**src/rtl/icache_assoc_pkg.sv**
```systemverilog
// Shared types and address-split helpers for the set-associative
// instruction cache.
//   icache_state_t : controller states (IDLE, FILL, FLUSH)
//   sel_w()        : width of a select/counter field for n items (at least 1)
//   off_w()        : address bits consumed by n items (0 when n == 1)
//   tag_w()        : tag width left over after byte, word and index bits
package icache_assoc_pkg;

  typedef enum logic [1:0] {IDLE, FILL, FLUSH} icache_state_t;

  localparam int unsigned WORD_W     = 32;
  localparam int unsigned BYTE_OFF_W = 2;

  function automatic int unsigned sel_w(input int unsigned n);
    return (n > 1) ? $clog2(n) : 1;
  endfunction

  function automatic int unsigned off_w(input int unsigned n);
    return (n > 1) ? $clog2(n) : 0;
  endfunction

  function automatic int unsigned tag_w(input int unsigned sets, input int unsigned words);
    return WORD_W - BYTE_OFF_W - off_w(words) - off_w(sets);
  endfunction

endpackage

```
**src/rtl/icache_assoc_if.sv**
```systemverilog
// Bus bundle for the instruction cache.
//   Datapath side : imemREN, imemaddr, iflush -> cache; ihit, imemload, flushing <- cache
//   Memory side   : iREN, iaddr <- cache; iwait, iload -> cache
// slave  : the cache's view
// master : the environment's view (datapath fetch unit plus memory controller)
interface icache_assoc_if;
  logic        imemREN;
  logic [31:0] imemaddr;
  logic        iflush;
  logic        ihit;
  logic [31:0] imemload;
  logic        flushing;
  logic        iREN;
  logic [31:0] iaddr;
  logic        iwait;
  logic [31:0] iload;

  modport slave (
    input  imemREN, imemaddr, iflush, iwait, iload,
    output ihit, imemload, flushing, iREN, iaddr
  );

  modport master (
    output imemREN, imemaddr, iflush, iwait, iload,
    input  ihit, imemload, flushing, iREN, iaddr
  );
endinterface

```
**src/rtl/icache_assoc_set.sv**
```systemverilog
// One cache set: WAYS lines of {valid, tag, WORDS x 32-bit data}, plus the
// round-robin replacement pointer.
//   CLK, nRST          : clock, async active-low reset (valid bits, pointer)
//   lk_tag, lk_word    : lookup tag and word offset
//   hit, rdata         : lookup result (rdata meaningful only when hit)
//   victim             : lowest invalid way, else the round-robin way
//   wr_en/way/word/data: fill beat write
//   commit, wr_tag     : last beat; mark line valid with wr_tag
//   clr                : invalidate every way and rewind the pointer
module icache_assoc_set
  import icache_assoc_pkg::*;
#(
  parameter  int unsigned WAYS  = 2,
  parameter  int unsigned WORDS = 2,
  parameter  int unsigned TAG_W = 26,
  localparam int unsigned WAY_W = sel_w(WAYS),
  localparam int unsigned WRD_W = sel_w(WORDS)
) (
  input  logic             CLK,
  input  logic             nRST,
  input  logic [TAG_W-1:0] lk_tag,
  input  logic [WRD_W-1:0] lk_word,
  output logic             hit,
  output logic [31:0]      rdata,
  output logic [WAY_W-1:0] victim,
  input  logic             wr_en,
  input  logic [WAY_W-1:0] wr_way,
  input  logic [WRD_W-1:0] wr_word,
  input  logic [31:0]      wr_data,
  input  logic             commit,
  input  logic [TAG_W-1:0] wr_tag,
  input  logic             clr
);

  // Tag and data need no reset: they are only trusted behind a valid bit.
  typedef struct packed {
    logic [TAG_W-1:0]            tag;
    logic [WORDS-1:0][WORD_W-1:0] data;
  } line_t;

  logic [WAYS-1:0]  valid_q;
  line_t            line_q [WAYS];
  logic [WAY_W-1:0] ptr_q;
  logic [WAY_W-1:0] hit_way;

  // Valid is raised only on the final beat, so a half-filled line never hits.
  always_ff @(posedge CLK or negedge nRST) begin
    if (!nRST) begin
      valid_q <= '0;
    end else if (clr) begin
      valid_q <= '0;
    end else if (commit) begin
      valid_q[wr_way] <= 1'b1;
    end
  end

  // Nothing touches this set between victim choice and commit, so
  // valid_q[wr_way] at commit tells whether a live line was evicted.
  generate
    if (WAYS > 1) begin : g_ptr
      always_ff @(posedge CLK or negedge nRST) begin
        if (!nRST) begin
          ptr_q <= '0;
        end else if (clr) begin
          ptr_q <= '0;
        end else if (commit && valid_q[wr_way]) begin
          ptr_q <= ptr_q + WAY_W'(1);
        end
      end
    end else begin : g_noptr
      assign ptr_q = '0;
    end
  endgenerate

  always_ff @(posedge CLK) begin
    if (wr_en) line_q[wr_way].data[wr_word] <= wr_data;
    if (commit) line_q[wr_way].tag <= wr_tag;
  end

  always_comb begin
    hit     = 1'b0;
    hit_way = '0;
    for (int w = 0; w < WAYS; w++) begin
      if (!hit && valid_q[w] && (line_q[w].tag == lk_tag)) begin
        hit     = 1'b1;
        hit_way = WAY_W'(w);
      end
    end
    rdata = line_q[hit_way].data[lk_word];
  end

  always_comb begin
    logic found;
    found  = 1'b0;
    victim = ptr_q;
    for (int w = 0; w < WAYS; w++) begin
      if (!found && !valid_q[w]) begin
        found  = 1'b1;
        victim = WAY_W'(w);
      end
    end
  end

endmodule

```
**src/rtl/icache_assoc.sv**
```systemverilog
// Set-associative, multi-word-block, read-only instruction cache.
//   CLK, nRST : clock (rising edge), async active-low reset
//   bus       : icache_assoc_if.slave -- datapath fetch port and memory
//               controller instruction channel
// Hits return in the same cycle. A miss fills the whole block (WORDS beats)
// into the victim way, then the fetch hits on return to IDLE. iflush walks
// every set clearing valid bits, one set per cycle.
module icache_assoc
  import icache_assoc_pkg::*;
#(
  parameter int unsigned SETS  = 8,
  parameter int unsigned WAYS  = 2,
  parameter int unsigned WORDS = 2
) (
  input logic           CLK,
  input logic           nRST,
  icache_assoc_if.slave bus
);

  localparam int unsigned WOFF_B   = off_w(WORDS);
  localparam int unsigned IDX_B    = off_w(SETS);
  localparam int unsigned TAG_W    = tag_w(SETS, WORDS);
  localparam int unsigned WAY_W    = sel_w(WAYS);
  localparam int unsigned WRD_W    = sel_w(WORDS);
  localparam int unsigned IDX_W    = sel_w(SETS);
  localparam logic [31:0] BLK_MASK = 32'(WORDS * 4 - 1);

  function automatic logic [WRD_W-1:0] word_of(input logic [31:0] a);
    return WRD_W'(a >> BYTE_OFF_W) & WRD_W'(WORDS - 1);
  endfunction

  function automatic logic [IDX_W-1:0] idx_of(input logic [31:0] a);
    return IDX_W'(a >> (BYTE_OFF_W + WOFF_B));
  endfunction

  function automatic logic [TAG_W-1:0] tag_of(input logic [31:0] a);
    return TAG_W'(a >> (BYTE_OFF_W + WOFF_B + IDX_B));
  endfunction

  icache_state_t    state_q, state_d;
  logic [WRD_W-1:0] cnt_q;
  logic             fpend_q;
  logic [IDX_W-1:0] fidx_q;
  logic [31:0]      base_q;
  logic [WAY_W-1:0] victim_q;

  logic             start_fill, fill_we, fill_last, flush_clr;
  logic [IDX_W-1:0] lk_idx, fill_idx;
  logic [TAG_W-1:0] lk_tag;
  logic [WRD_W-1:0] lk_word;

  logic [SETS-1:0]  hit_s;
  logic [31:0]      rdata_s [SETS];
  logic [WAY_W-1:0] vict_s  [SETS];

  assign lk_idx   = idx_of(bus.imemaddr);
  assign lk_tag   = tag_of(bus.imemaddr);
  assign lk_word  = word_of(bus.imemaddr);
  assign fill_idx = idx_of(base_q);

  generate
    for (genvar s = 0; s < SETS; s++) begin : g_set
      icache_assoc_set #(
        .WAYS  (WAYS),
        .WORDS (WORDS),
        .TAG_W (TAG_W)
      ) u_set (
        .CLK     (CLK),
        .nRST    (nRST),
        .lk_tag  (lk_tag),
        .lk_word (lk_word),
        .hit     (hit_s[s]),
        .rdata   (rdata_s[s]),
        .victim  (vict_s[s]),
        .wr_en   (fill_we && (fill_idx == IDX_W'(s))),
        .wr_way  (victim_q),
        .wr_word (cnt_q),
        .wr_data (bus.iload),
        .commit  (fill_last && (fill_idx == IDX_W'(s))),
        .wr_tag  (tag_of(base_q)),
        .clr     (flush_clr && (fidx_q == IDX_W'(s)))
      );
    end
  endgenerate

  always_comb begin
    state_d      = state_q;
    start_fill   = 1'b0;
    fill_we      = 1'b0;
    fill_last    = 1'b0;
    flush_clr    = 1'b0;
    bus.ihit     = 1'b0;
    bus.imemload = '0;
    bus.iREN     = 1'b0;
    bus.iaddr    = bus.imemaddr;
    bus.flushing = 1'b0;
    unique case (state_q)
      IDLE: begin
        if (bus.imemREN && hit_s[lk_idx]) begin
          bus.ihit     = 1'b1;
          bus.imemload = rdata_s[lk_idx];
        end
        // A flush request outranks a simultaneous miss; the fetch simply
        // misses again once the walk is done.
        if (bus.iflush) begin
          state_d = FLUSH;
        end else if (bus.imemREN && !hit_s[lk_idx]) begin
          state_d    = FILL;
          start_fill = 1'b1;
        end
      end
      FILL: begin
        bus.iREN  = 1'b1;
        bus.iaddr = base_q + 32'({cnt_q, 2'b00});
        if (!bus.iwait) begin
          fill_we = 1'b1;
          if (cnt_q == WRD_W'(WORDS - 1)) begin
            fill_last = 1'b1;
            state_d   = (fpend_q || bus.iflush) ? FLUSH : IDLE;
          end
        end
      end
      FLUSH: begin
        bus.flushing = 1'b1;
        flush_clr    = 1'b1;
        if (fidx_q == IDX_W'(SETS - 1)) state_d = IDLE;
      end
      default: state_d = IDLE;
    endcase
  end

  always_ff @(posedge CLK or negedge nRST) begin
    if (!nRST) begin
      state_q <= IDLE;
      cnt_q   <= '0;
      fpend_q <= 1'b0;
      fidx_q  <= '0;
    end else begin
      state_q <= state_d;
      if (start_fill) begin
        cnt_q <= '0;
      end else if (fill_we) begin
        cnt_q <= cnt_q + WRD_W'(1);
      end
      if (state_q == FILL) begin
        if (fill_last) begin
          fpend_q <= 1'b0;
        end else if (bus.iflush) begin
          fpend_q <= 1'b1;
        end
      end
      // SETS is a power of two, so the walk index wraps back to 0 by itself.
      if (flush_clr) fidx_q <= fidx_q + IDX_W'(1);
    end
  end

  // Fill target, captured on the miss cycle; only consulted during FILL.
  always_ff @(posedge CLK) begin
    if (start_fill) begin
      base_q   <= bus.imemaddr & ~BLK_MASK;
      victim_q <= vict_s[lk_idx];
    end
  end

endmodule
```
**src/flat_wrapper.sv**
```systemverilog
// flat-port wrapper written by rule: the top's interface ports become plain ports
module icache_assoc_flat import icache_assoc_pkg::*;
#(
  parameter int unsigned SETS  = 8,
  parameter int unsigned WAYS  = 2,
  parameter int unsigned WORDS = 2
)
  (CLK, nRST, bus_imemREN, bus_imemaddr, bus_iflush, bus_iwait, bus_iload, bus_ihit, bus_imemload, bus_flushing, bus_iREN, bus_iaddr);
  icache_assoc_if bus_i ();
  input logic CLK;
  input logic nRST;
  input wire logic [$bits(bus_i.imemREN)-1:0] bus_imemREN;
  input wire logic [$bits(bus_i.imemaddr)-1:0] bus_imemaddr;
  input wire logic [$bits(bus_i.iflush)-1:0] bus_iflush;
  input wire logic [$bits(bus_i.iwait)-1:0] bus_iwait;
  input wire logic [$bits(bus_i.iload)-1:0] bus_iload;
  output wire logic [$bits(bus_i.ihit)-1:0] bus_ihit;
  output wire logic [$bits(bus_i.imemload)-1:0] bus_imemload;
  output wire logic [$bits(bus_i.flushing)-1:0] bus_flushing;
  output wire logic [$bits(bus_i.iREN)-1:0] bus_iREN;
  output wire logic [$bits(bus_i.iaddr)-1:0] bus_iaddr;
  assign bus_i.imemREN = bus_imemREN;
  assign bus_i.imemaddr = bus_imemaddr;
  assign bus_i.iflush = bus_iflush;
  assign bus_i.iwait = bus_iwait;
  assign bus_i.iload = bus_iload;
  assign bus_ihit = bus_i.ihit;
  assign bus_imemload = bus_i.imemload;
  assign bus_flushing = bus_i.flushing;
  assign bus_iREN = bus_i.iREN;
  assign bus_iaddr = bus_i.iaddr;
  icache_assoc #(.SETS(SETS), .WAYS(WAYS), .WORDS(WORDS)) u_core (.CLK(CLK), .nRST(nRST), .bus(bus_i));
endmodule
```
**config.mk**
```make
export PLATFORM = sky130hd
export DESIGN_NAME = icache_assoc_flat
export DESIGN_NICKNAME = d
export VERILOG_FILES = /design/src/rtl/icache_assoc_pkg.sv /design/src/rtl/icache_assoc_if.sv /design/src/rtl/icache_assoc_set.sv /design/src/rtl/icache_assoc.sv /design/src/flat_wrapper.sv
export SDC_FILE = /design/constraint.sdc
export NUM_CORES = 2
export LEC_CHECK = 0
export ABC_AREA = 1
export CAP_MARGIN = 5
export CORE_ASPECT_RATIO = 0.6
export CORE_MARGIN = 3
export CORE_UTILIZATION = 31
export CTS_CLUSTER_SIZE = 8
export DETAILED_ROUTE_END_ITERATION = 8
export SYNTH_ARGS = -nofsm -noshare
export SYNTH_HDL_FRONTEND = slang
export SYNTH_SLANG_ARGS = --single-unit
```
**constraint.sdc**
```tcl
create_clock -name CLK -period 5.8 [get_ports CLK]
set_input_delay 1.16 -clock CLK [delete_from_list [all_inputs] [get_ports CLK]]
set_output_delay 1.16 -clock CLK [all_outputs]
set_load 0.01 [all_outputs]
```
* Yosys cells after proc, flatten, opt, wreduce, memory -nomap -nowiden
Memory sizes are Yosys's and may differ from the RTL's. Index checks and enable logic that the tools add are counted.
Word-level totals: bits in registers 61, bits in latches 0, memory bits (writable) 1440, memory bits (read-only) 0, bits of input ports 69, word-level logic and storage cells 376, memories kept 8
Operators by class: add/subtract/negate cells 11, $mul 0, div/mod/pow operators 0, $lt $le $gt $ge 7, eq/ne operators 36, shift operators 0, mux-type cells 174, bitwise operators 9, reduce and logical (&&, ||, !) cells 109
Memory list:
- u_core.g_set[0].u_set.line_q | depth 2, bits a word 90, read ports 3, clocked after memory_dff 0, write ports 1, line icache_assoc_set.sv:42 | line_t line_q [WAYS];
- u_core.g_set[1].u_set.line_q | depth 2, bits a word 90, read ports 3, clocked after memory_dff 0, write ports 1, line icache_assoc_set.sv:42
- u_core.g_set[2].u_set.line_q | depth 2, bits a word 90, read ports 3, clocked after memory_dff 0, write ports 1, line icache_assoc_set.sv:42
- u_core.g_set[3].u_set.line_q | depth 2, bits a word 90, read ports 3, clocked after memory_dff 0, write ports 1, line icache_assoc_set.sv:42
- u_core.g_set[4].u_set.line_q | depth 2, bits a word 90, read ports 3, clocked after memory_dff 0, write ports 1, line icache_assoc_set.sv:42
- u_core.g_set[5].u_set.line_q | depth 2, bits a word 90, read ports 3, clocked after memory_dff 0, write ports 1, line icache_assoc_set.sv:42
- 2 more memories
Operator list (number):
- 32-bit 2-to-1 mux | 22
- 64-bit 2-to-1 mux | 8
- 26-bit equality test | 16
- 1-bit 2-to-1 mux | 116
- 32-bit binary-select mux with 3-bit select | 1
- 1-bit logical AND | 68
- 2-bit 2-to-1 mux | 22
- 2-bit nonzero test | 18
- 32-bit by 3-bit adder with 32-bit output | 1
- 32-bit demux with 1-bit select | 1
- 3-bit equality test (second input constant) | 8
- 1-bit zero test | 17
- 2-bit bitwise OR | 8
- 3-bit by 2-bit equality test with 1-bit output (second input constant) | 4
- 1-bit adder (second input constant) | 9
- 1-bit binary-select mux with 3-bit select | 2
- 3-bit by 1-bit equality test with 1-bit output (second input constant) | 2
- 3-bit zero test | 2
- 1-bit by 2-bit < comparator with 1-bit output (second input constant) | 3
- 2-bit case mux with 3 select lines | 1
- 4-bit greater-or-equal comparator (second input constant) | 1
- 3-bit by 4-bit < comparator with 1-bit output (second input constant) | 1
- 2-bit by 1-bit != test with 1-bit output (second input constant) | 2
- 3-bit inverter with 4-bit output | 1
- other kinds (11) | 12

* Depth between registers and ports, before layout
An unclocked memory read counts as a cell.
word-level depth 16, depth in mapped cells 21, depth with buffers taken out 19

* Modules after synthesis
Synthesis repeated with hierarchy kept, for this count alone.
Second synthesis, totals: cell total of the unflattened synthesis 7830, area total of the unflattened synthesis 73473.0 um2
By module, submodules not included:
- icache_assoc_set (u_core.g_set[1].u_set ...) | times used 7, cells an instance 890, area each 8643.3 um2
- icache_assoc_set (u_core.g_set[0].u_set) | times used 1, cells an instance 899, area each 8543.2 um2
- icache_assoc | times used 1, cells an instance 701, area each 4426.7 um2

* Worst setup path after synthesis
No wires, ideal clock.
kind input to register, start point in bus_iwait, end point mem u_core.g_set[0].u_set.line_q[0][0] (netlist name), enable pin, setup time 0.461 ns, arrival time 3.710 ns, setup slack 1.628 ns, stages on the path 3, path through nor3_1 -> inv_1 -> nor3_1
On the way: cells in the longest elaborated chain, start to end 5
RTL lines:
- start, declared | line flat_wrapper.sv:15 | input wire logic [$bits(bus_i.iwait)-1:0] bus_iwait;
- 1-bit 2-to-1 mux | line icache_assoc.sv:115 | if (!bus.iwait) begin
- 1-bit 2-to-1 mux | line icache_assoc.sv:97 | unique case (state_q)
- 1-bit logical AND | line icache_assoc.sv:75 | .wr_en (fill_we && (fill_idx == IDX_W'(s))),
- 1-bit 2-to-1 mux | line icache_assoc_set.sv:76 | if (wr_en) line_q[wr_way].data[wr_word] <= wr_data;
- 64-bit 2-to-1 mux (implied by the code) | line icache_assoc_set.sv:76
- end, declared | line icache_assoc_set.sv:42
Every way passes these cells.

* Worst setup path in the final report
start point in bus_imemaddr[23], end point out bus_imemload[22]
On the way: cells in the longest elaborated chain, start to end 15, elaborated cells between the ends (all ways) 104, classes of those cells eq/ne (16); mux (47); reduce/logical (33); memory (8)
RTL lines:
- start, declared | line flat_wrapper.sv:13 | input wire logic [$bits(bus_i.imemaddr)-1:0] bus_imemaddr;
- 26-bit equality test | line icache_assoc_set.sv:84 | if (!hit && valid_q[w] && (line_q[w].tag == lk_tag)) begin
- 1-bit logical AND | line icache_assoc_set.sv:84
- 1-bit 2-to-1 mux | line icache_assoc_set.sv:84
- 1-bit zero test | line icache_assoc_set.sv:84
- 1-bit logical AND (2 in a row) | line icache_assoc_set.sv:84
- 1-bit 2-to-1 mux | line icache_assoc_set.sv:84
- memory 2 x 90 bit
- 32-bit 2-to-1 mux (implied by the code) (2 in a row) | line icache_assoc_set.sv:89 | rdata = line_q[hit_way].data[lk_word];
- 32-bit binary-select mux with 3-bit select | line icache_assoc.sv:101 | bus.imemload = rdata_s[lk_idx];
- 32-bit 2-to-1 mux (implied by the code) (2 in a row) | line icache_assoc.sv:101
- 32-bit 2-to-1 mux * | line icache_assoc.sv:99 | if (bus.imemREN && hit_s[lk_idx]) begin
- 32-bit 2-to-1 mux * | line icache_assoc.sv:97
- end, declared | line flat_wrapper.sv:18 | output wire logic [$bits(bus_i.imemload)-1:0] bus_imemload;
Every way passes the cells marked *; elsewhere a longest branch is shown, timed or not. The select of a mux whose other input is x is not followed.

==> flow_summary.toml <==
[cells_and_area]
fin_area_um2 = 85980
syn_to_final_growth_pct = 26.28
final_cell_mix = "nand2_1, edfxtp_1, nand3_1, buf_4, inv_1"
final_util = 0.3962
nFillCells = 20750
final_cells = 10390
final_common_cell = "nand2_1"
fin_nets = 7537
drive_gt1_frac = 0.1819

[critical_path]
path_max_fanout = 13
reg2reg_depth = 3
cpPeakStageDelay_ns = 0.45
crit_slowest_cell = "clkdlybuf4s50_1"
arrival_ns = 4.63
critPathKind = "input port to primary output"
crit_top_cell = "nand2_1"
start_kind = "input port"
endpoint_kind = "primary output"
crit_required_ns = 4.64

[clocking]
cts_buffers = 214
clk_latency_ns = 0.83
cts_max_path_buffers = 4
cts_tree = "built"
clkSinkCount = 1501
holdBufCountCts = 0
htree_levels = 4
cts_root_buf = "clkbuf_16"
clkSlewWorstSetupHoldPaths_ns = 0.05

[power_and_ir_drop]
ir_drop_mv = 0.2503
finalPower_w = 0.02585
powerDensity_nw_per_um2 = 300.6
power_leakage_nw = 33.65

[place]
place_congestion = 0.9508
place_area_um2 = 79040
dpl.cell_count = 10080
portBuffers = 135
hpwl_um = 177300

[sta]
rsz0062_at_grt = "yes"
tightest_slew_ns = 1.184
finalSetupViolCount = 0
max_clock_freq_mhz = 172.8
min_period_ns = 5.788
fin_crit_sh = 0.9979
timing.slew.headroom = 0.2105
maxSlewViolCount = 0
hold_violations = 0
whs_ns = 0.4435
clock_skew_ns = 0.07267

[drt]
finalWirelength_um = 276900
drtIter0Drc = 9058
antenna_left = 0
wl_per_cell_um = 26.65
vias = 55370
route.detailed.drc = 0
drt-pass1-iter-count = 6
vias_per_cell = 5.330

[floorplanning]
rows = 132
ioPinCount = 136
fp.dieH_um = 369.0
start_util = 0.3137
die_area_um2 = 225500
die_width_um = 611.0
core-area_um2 = 217000

[global_route]
grt_pass1_wl_um = 380500
grt_antenna_before_repair = 26
grt_start_max_net_pins = 105
grt_pass1_vias = 50830
overflow = 0
met3_usage = 0.05334
track_usage = 0.2353
global_route.usage.met1 = 0.3666
grtUsageMet2 = 0.3215
grt-busiest-layer = "met1"

[logic_synthesis]
netlist_area_um2 = 68090
ys_seq_area_frac = 0.6597
synth_edf_count = 1470
yosysWarnings = 0
ys.flop_type = "edfxtp_1"
syn_area_per_cell_um2 = 10.36
async_reset_ff_frac = 0.02065
ys_ff_latch = 1501
synth_cells = 6573
syn_nets = 6648
yosysUniqueCellTypes = 45

[min_path]
hp-class = "input port to asynchronous set/reset pin"

[run_status]
status = "finished clean"

[job]
maxCapViolations = 0
synthesized netlist by cell type, types with 5 or more instances:
master | number | share of area
nand2_1 | 2001 | 0.11
edfxtp_1 | 1470 | 0.65
nand3_1 | 1261 | 0.093
nor2_1 | 481 | 0.027
inv_1 | 436 | 0.024
xnor2_1 | 128 | 0.016
nand4_1 | 111 | 0.010
clkbuf_1 | 106 | 0.0058
buf_2 | 76 | 0.0056
o21ai_0 | 69 | 0.0051
buf_6 | 62 | 0.010
buf_4 | 59 | 0.0065
a21oi_1 | 58 | 0.0043
dfrtp_1 | 31 | 0.011
buf_1 | 25 | 0.0014
xor2_1 | 24 | 0.0031
nand3b_1 | 21 | 0.0023
nor3_1 | 20 | 0.0015
inv_2 | 13 | 0.00072
or2_2 | 12 | 0.0011
and2_1 | 11 | 0.0010
inv_4 | 10 | 0.00092
nor2_2 | 10 | 0.00092
o21ai_1 | 10 | 0.00074
nand2_2 | 8 | 0.00074
a22oi_1 | 6 | 0.00066
ha_1 | 6 | 0.0011
nand2_4 | 6 | 0.00099
and3_1 | 5 | 0.00046
clkinv_1 | 5 | 0.00028
nor2_4 | 5 | 0.00083
power by group:
| group | switching (W) | internal, W | leakage [nW] |
|---|---|---|---|
| Combinational | 0.00167 | 0.000789 | 17.3 |
| Clock | 0.00457 | 0.00663 | 2.76 |
| Sequential | 0.000133 | 0.0120 | 13.6 |
| Total | 0.00638 | 0.0195 | 33.7 |
area by class of cell:
class	instances	area, um^2	area share
diodes	5	12.51	0.0001455
clock buffers	250	5554	0.06460
clock inverters	7	95.09	0.001106
inverters	464	1829	0.02128
multi-input cells	4280	20180	0.2347
flip-flops and latches	1501	44920	0.5224
well taps	2881	3605	0.04192
repair buffers	1001	9784	0.1138
kinds of logic (layout without fill, tap and decap cells):
logic type | after synthesis | count (layout) | share of synthesized area
simple gates | 3962 | 3962 | 0.2513
flops | 1501 | 1501 | 0.6597
buf+inv | 792 | 1722 | 0.05552
compound gates | 159 | 159 | 0.01251
xor+xnor | 153 | 153 | 0.01979
fa+ha+maj | 6 | 6 | 0.001103
other cells | 0 | 5 | 0
worst paths after layout:
path	startpoint	to	slack [ns]
min in group CLK	u_core.g_set[3].u_set.ptr_q$_DFFE_PN0P_	u_core.g_set[3].u_set.ptr_q$_DFFE_PN0P_	0.55
max reg2reg	u_core.victim_q$_DFFE_PP_	u_core.g_set[3].u_set.line_q[1][43]$_DFFE_PP_	2.17
max	bus_imemaddr[23]	bus_imemload[22]	0.01
max in group asynchronous	nRST	u_core.state_q[0]$_DFFE_PN0P_	4.82
min	nRST	u_core.g_set[5].u_set.valid_q[1]$_DFFE_PN0P_	0.44
min reg2reg	u_core.g_set[3].u_set.ptr_q$_DFFE_PN0P_	u_core.g_set[3].u_set.ptr_q$_DFFE_PN0P_	0.55
worst max-delay path: cells and delay by family:
family	cells	cell delay [ns]
buffers and inverters	10	1.88
AND/OR/NAND/NOR	15	1.53
flip-flops by register name, summed over array words and instances, names as in the netlist:
| register | flops |
|---|---|
| u_core.base_q | 29 |
| u_core.cnt_q | 1 |
| u_core.fidx_q | 3 |
| u_core.fpend_q | 1 |
| u_core.g_set.u_set.line_q | 1440 |
| u_core.g_set.u_set.ptr_q | 8 |
| u_core.g_set.u_set.valid_q | 16 |
| u_core.state_q | 2 |
| u_core.victim_q | 1 |
stage by stage:
step	setup WS [ns]	setup TNS [ns]
after floorplan	1.628	0
after global placement	-0.6383	-11.79
after detailed placement	-0.6716	-11.63
after CTS	-0.2048	-0.3543
after global routing	-0.03647	-0.1079
final	0.01207	0
timing repair:
item | CTS | global route
endpoints found under the setup margin | 32 | 33
pin swaps | 8 | 29
gates cloned | 2 | 7
buffers inserted | 8 | 31
resized for setup | 111 | 169
routing by layer:
layer  part of all wire  vias to the layer above
met5            0.00024                        -
li1                   -                    24110
met3               0.14                      410
met4              0.028                       10
met1               0.43                    27000
met2               0.39                     3837
Note: power is estimated with default switching activity, not from simulation.
